File: src/rtl/imem_boot_loader.sv
// Boot loader: receives a length-prefixed little-endian word image over a byte stream
// and writes it into instruction RAM. Optional trailing XOR checksum via IMEM_BOOT_CHECKSUM_EN.
module imem_boot_loader #(
    parameter int ADDR_W    = 10,
    parameter int MAX_WORDS = 1024
) (
    input  logic              clk_max,
    input  logic              reset,
    input  logic [7:0]        rx_data,
    input  logic              rx_valid,
    output logic              rx_ready,
    output logic [ADDR_W-1:0] mem_address,
    output logic [31:0]       mem_data,
    output logic              mem_wren,
    output logic              core_reset,
    output logic              load_done,
    output logic              load_error
);

    typedef enum logic [2:0] {
        S_LEN_LO,
        S_LEN_HI,
        S_DATA,
        S_WRITE,
`ifdef IMEM_BOOT_CHECKSUM_EN
        S_CHECK,
`endif
        S_DONE,
        S_ERROR
    } state_t;

    // State entered once the image body is complete (empty image included).
`ifdef IMEM_BOOT_CHECKSUM_EN
    localparam state_t S_FINISH = S_CHECK;
`else
    localparam state_t S_FINISH = S_DONE;
`endif

    localparam logic [16:0] MAX_W17 = 17'(MAX_WORDS);

    state_t              r_state;
    state_t              w_state_next;
    logic [15:0]         r_count;
    logic [15:0]         r_word_cnt;
    logic [1:0]          r_byte_idx;
    logic [31:0]         r_data;
    logic [ADDR_W-1:0]   r_addr;
    logic                w_xfer;
    logic [15:0]         w_len;
    logic                w_last_word;
`ifdef IMEM_BOOT_CHECKSUM_EN
    logic [7:0]          r_csum;
`endif

    assign mem_address = r_addr;
    assign mem_data    = r_data;
    assign w_len       = {rx_data, r_count[7:0]};
    assign w_last_word = ((r_word_cnt + 16'd1) == r_count);

    always_ff @(posedge clk_max) begin
        if (reset) begin
            r_state <= S_LEN_LO;
        end else begin
            r_state <= w_state_next;
        end
    end

    always_comb begin
        w_state_next = r_state;
        rx_ready     = 1'b0;
        mem_wren     = 1'b0;
        core_reset   = 1'b1;
        load_done    = 1'b0;
        load_error   = 1'b0;
        w_xfer       = 1'b0;

        case (r_state)
            S_LEN_LO, S_LEN_HI, S_DATA: rx_ready = 1'b1;
`ifdef IMEM_BOOT_CHECKSUM_EN
            S_CHECK:                    rx_ready = 1'b1;
`endif
            default:                    rx_ready = 1'b0;
        endcase
        w_xfer = rx_valid & rx_ready;

        case (r_state)
            S_LEN_LO: begin
                if (w_xfer) w_state_next = S_LEN_HI;
            end
            S_LEN_HI: begin
                if (w_xfer) begin
                    if (w_len == 16'd0) begin
                        w_state_next = S_FINISH;
                    end else if ({1'b0, w_len} > MAX_W17) begin
                        w_state_next = S_ERROR;
                    end else begin
                        w_state_next = S_DATA;
                    end
                end
            end
            S_DATA: begin
                if (w_xfer && (r_byte_idx == 2'd3)) w_state_next = S_WRITE;
            end
            S_WRITE: begin
                mem_wren     = 1'b1;
                w_state_next = w_last_word ? S_FINISH : S_DATA;
            end
`ifdef IMEM_BOOT_CHECKSUM_EN
            S_CHECK: begin
                if (w_xfer) w_state_next = ((r_csum ^ rx_data) == 8'h00) ? S_DONE : S_ERROR;
            end
`endif
            S_DONE: begin
                core_reset = 1'b0;
                load_done  = 1'b1;
            end
            S_ERROR: begin
                load_error = 1'b1;
            end
            default: w_state_next = S_LEN_LO;
        endcase
    end

    always_ff @(posedge clk_max) begin
        if (reset) begin
            r_count    <= '0;
            r_word_cnt <= '0;
            r_byte_idx <= '0;
            r_data     <= '0;
            r_addr     <= '0;
        end else begin
            case (r_state)
                S_LEN_LO: if (w_xfer) r_count[7:0]  <= rx_data;
                S_LEN_HI: if (w_xfer) r_count[15:8] <= rx_data;
                S_DATA: begin
                    if (w_xfer) begin
                        r_data[{r_byte_idx, 3'b000} +: 8] <= rx_data;
                        r_byte_idx <= r_byte_idx + 2'd1;
                    end
                end
                S_WRITE: begin
                    r_word_cnt <= r_word_cnt + 16'd1;
                    r_addr     <= r_addr + ADDR_W'(1);
                    r_byte_idx <= '0;
                end
                default: ;
            endcase
        end
    end

`ifdef IMEM_BOOT_CHECKSUM_EN
    always_ff @(posedge clk_max) begin
        if (reset) begin
            r_csum <= '0;
        end else if (w_xfer && (r_state != S_CHECK)) begin
            r_csum <= r_csum ^ rx_data;
        end
    end
`endif

endmodule

File: config.mk
export PLATFORM = sky130hd
export DESIGN_NAME = imem_boot_loader
export DESIGN_NICKNAME = d
export VERILOG_FILES = /design/src/rtl/imem_boot_loader.sv
export SDC_FILE = /design/constraint.sdc
export NUM_CORES = 1
export LEC_CHECK = 0
export CAP_MARGIN = 5
export CELL_PAD_IN_SITES_DETAIL_PLACEMENT = 2
export CELL_PAD_IN_SITES_GLOBAL_PLACEMENT = 2
export CORE_MARGIN = 3
export CORE_UTILIZATION = 28
export DETAILED_ROUTE_END_ITERATION = 10
export PLACE_DENSITY_LB_ADDON = 0.3
export SKIP_LAST_GASP = 1
export SYNTH_ARGS = -nofsm -noshare
export SYNTH_HDL_FRONTEND = slang
export SYNTH_SLANG_ARGS = --single-unit
File: constraint.sdc
create_clock -name clk_max -period 2.4 [get_ports clk_max]
set_input_delay 0.48 -clock clk_max [delete_from_list [all_inputs] [get_ports clk_max]]
set_output_delay 0.48 -clock clk_max [all_outputs]
set_load 0.02 [all_outputs]
==> results of run 1 <==
## sequential cells by signal, summed over array words and instances (netlist names)
name	flops
mem_address	10
mem_data	32
r_byte_idx	2
r_count	16
r_state	3
r_word_cnt	16
## path summary, 6_finish.rpt
path                        to  slack [ps]
setup / recovery    r_state[2]         140
hold reg to reg   mem_data[17]         450
setup reg to reg    r_state[2]         140
hold / removal    mem_data[17]         450
## layout by cell type (no fill, tap or decap), types with 2 or more instances in the layout
cell             synthesis  layout
dfxtp_1                 79      74
nand2_1                 90      90
dfxtp_2                  0       5
and3_1                   4       4
nand3b_1                 2       2
ha_1                     7       6
and2_1                   4       4
buf_4                    0      38
nand3_1                 46      46
nor3_1                  11      10
o21ai_0                  4       4
nor3b_2                  1       2
a2111oi_0                3       3
nor4_1                   4       3
clkdlybuf4s50_1          0      55
or2_2                    3       3
nor2b_1                  3       3
inv_1                    6       6
clkbuf_16                0       9
xor2_1                  21      21
clkinv_2                 0       3
nand4_1                  4       4
xnor2_1                 20      20
nand2b_1                 5       5
nor3b_1                  5       4
or3_1                    4       4
mux2i_1                  3       3
nor2_1                  31      31
a21oi_1                 58      58
o31ai_1                  3       3
## cells by family after synthesis
group	after synthesis
DFF	79
AOI/OAI and AO/OA	78
muxes	4
xor gates and xnor gates	41
buffers and inverters	26
and+or+nand+nor	223
adders and majority gates	7
## timing repair
action | 4_1_cts | 5_1_grt
resized for setup | 2 | 10
pin swaps | 0 | 3
endpoints found under the setup margin | 2 | 2
setup buffers | 0 | 2
gates cloned | 0 | 0
## layer usage
metal | track usage | vias up
met4 | 0.07649 | 0
met5 | 0 | -
li1 | - | 1740
met2 | 0.3028 | 65
met1 | 0.2143 | 1722
met3 | 0.03882 | 16
## power breakdown
group | internal (W) | total (W) | switching (W)
sequential | 0.00133 | 0.00135 | 0.0000196
combinational | 0.0000793 | 0.000191 | 0.000112
clock | 0.000797 | 0.00136 | 0.000565
## layout make-up
type	instances	area (um2)
Fill cell	1502	7724
Multi-Input combinational cell	353	2037
Sequential cell	79	1588
Timing Repair Buffer	95	849.6
Clock buffer	9	225.2
Tap cell	172	215.2
Clock inverter	6	61.31
Inverter	6	22.52
## critical path, cell delays in order (launching register included)
cell,delay [ps]
dfxtp_2,390
ha_4,180
nand3_4,150
mux2_4,330
mux2i_1,130
a21oi_1,90
a211o_1,300
or4_4,520
a21oi_2,140
## stage by stage
step | setup WS [ps] | hold slack (ps) | cell area (um2) | instances
after detailed placement | 13.26 | 446.3 | 4654 | 703
after floorplan | 136.1 | 445.1 | 3682 | 458
after global routing | -21.10 | 473.1 | 4999 | 720
after CTS | 28.90 | 455.0 | 4942 | 718
final | 135.2 | 450.0 | 4999 | 720
after global placement | 21.54 | 439.5 | 4654 | 703
==> metrics, run 1 <==
Via Count=3543; cell accounting for the most synthesized area=dfxtp_1; number of register bits inferred by synthesis=79; VDD IR max=0.0003383 V; post-synthesis share of cell area spent on and, or, nand and nor gates=0.2888; uppermost metal layer occupied by signal nets=met4; areal power density over the cells=580.6 nW/um2; standard-cell rows=41; most instantiated cells after synthesis=nand2_1, dfxtp_1, a21oi_1; clock sinks=79; core area=12720 um2; final cycle utilization of the critical path=0.9436; netlist area before placement=3682 um2; max-slew violation count=0; met2 wire len=6044 um; main combinational cell family by area after synthesis=simple AND/OR/NAND/NOR gates; worst setup path startpoint=r_word_cnt[1]; final weighted congestion of routability-driven global placement=0.8051; post-route clock skew=5.878 ps; total power draw=0.002902 W; Unique masters post-synth=44; Setup crit end kind=register; most used flip-flop cell after synthesis=dfxtp_1; compound-cell area share of the yosys netlist=0.1206; worst-margin pin slew=549.5 ps; Clk Tree Root Cell=clkbuf_16; final layout net count=562; share of final-layout standard cells stronger than drive strength 1=0.1332; PortBufs=57; Final min period=2265 ps; Max-cap violations=0; post-synthesis share of cell area spent on full adders, half adders and majority gates=0.02379; sequential share of the synthesized area=0.4295; count of antenna diodes in the layout=0; cts-stage hold buffer count=0; synthesis-to-finish area growth=35.75%; source of the worst hold timing path=mem_data[17]; gr ovfl total=0; async set-reset flop share out of synthesis=0; average cell area after synthesis=8.040 um2; Die Width=120.7 um; htree depth=3; Hold Crit Class=register to register; number of enable flip-flop cells after synthesis=0; count of endpoints failing hold in the final timing report=0; final setup vio count=0; startpoint class of the critical path=register; post-layout utilization of the core=0.3929; Routed Wire Length=12220 um; leakage power figure=1.726 nW; count of nets left with antenna violations after detail routing=0; clock tree from TritonCTS=done; category of the critical setup timing path=register to register; count of warnings emitted by yosys=0; total DRC errors in the routed layout=0; number of cells on the worst reg-to-reg path=8; vias in the first global route=3988; instance count of the mapped netlist=458; setup_tns=0 ps; number of antenna violations at the first check in global routing=0; routed length per instance=16.97 um; overall global routing resource usage=0.1774; startpoint of the lowest-slack register-to-register path=r_word_cnt[1]; arrival time of data at the critical path endpoint=2550 ps; synth top area cells=dfxtp_1, nand2_1, a21oi_1, nand3_1, xor2_1; Max Clk Rate=0.4415 GHz; XOR/XNOR Fraction of Synth Area=0.09752; top cell type's share of synthesized area=0.4295; result of the run=finished clean; hold depth=2; worst path required time=2680 ps; number of optimization iterations in the first detailed-route pass=6; count leader, synth=nand2_1; Initial Utilization=0.2894; number of top-level design ports=58; maximum number of pins on one net before global-route repair=23; Slew Limit Headroom=0.6309; wire length on met1=5416 um; number of CTS-inserted buffers=9; worst skew pair latency=350 ps; wire length of the first global-routing pass=20490 um; area enclosed by the die boundary=14560 um2; fraction of synthesized area in multiplexers=0.01223; number of DRC markers in iteration 0=106; clock tree buffer depth=2; nets in the synthesized netlist=476; Die Span Y=120.7 um; total met3 wirelength after detailed routing=469 um; vias per inst=4.921; post-CTS clock slew at the launch and capture registers of the worst setup and hold paths=60 ps; HPWL after detailed placement=9042 um; maximum fanout along the worst path=10
(Power assumes the default switching activity.)
==> run 2, diff against run 1 <==
--- a/config.mk
+++ b/config.mk
@@ -10,6 +10,7 @@
 export CELL_PAD_IN_SITES_GLOBAL_PLACEMENT = 2
 export CORE_MARGIN = 3
 export CORE_UTILIZATION = 28
+export CTS_CLUSTER_SIZE = 25
 export DETAILED_ROUTE_END_ITERATION = 10
 export PLACE_DENSITY_LB_ADDON = 0.3
 export SKIP_LAST_GASP = 1
==> results of run 2 <==
Final layout, timing and power as in run 1 (identical DEF).
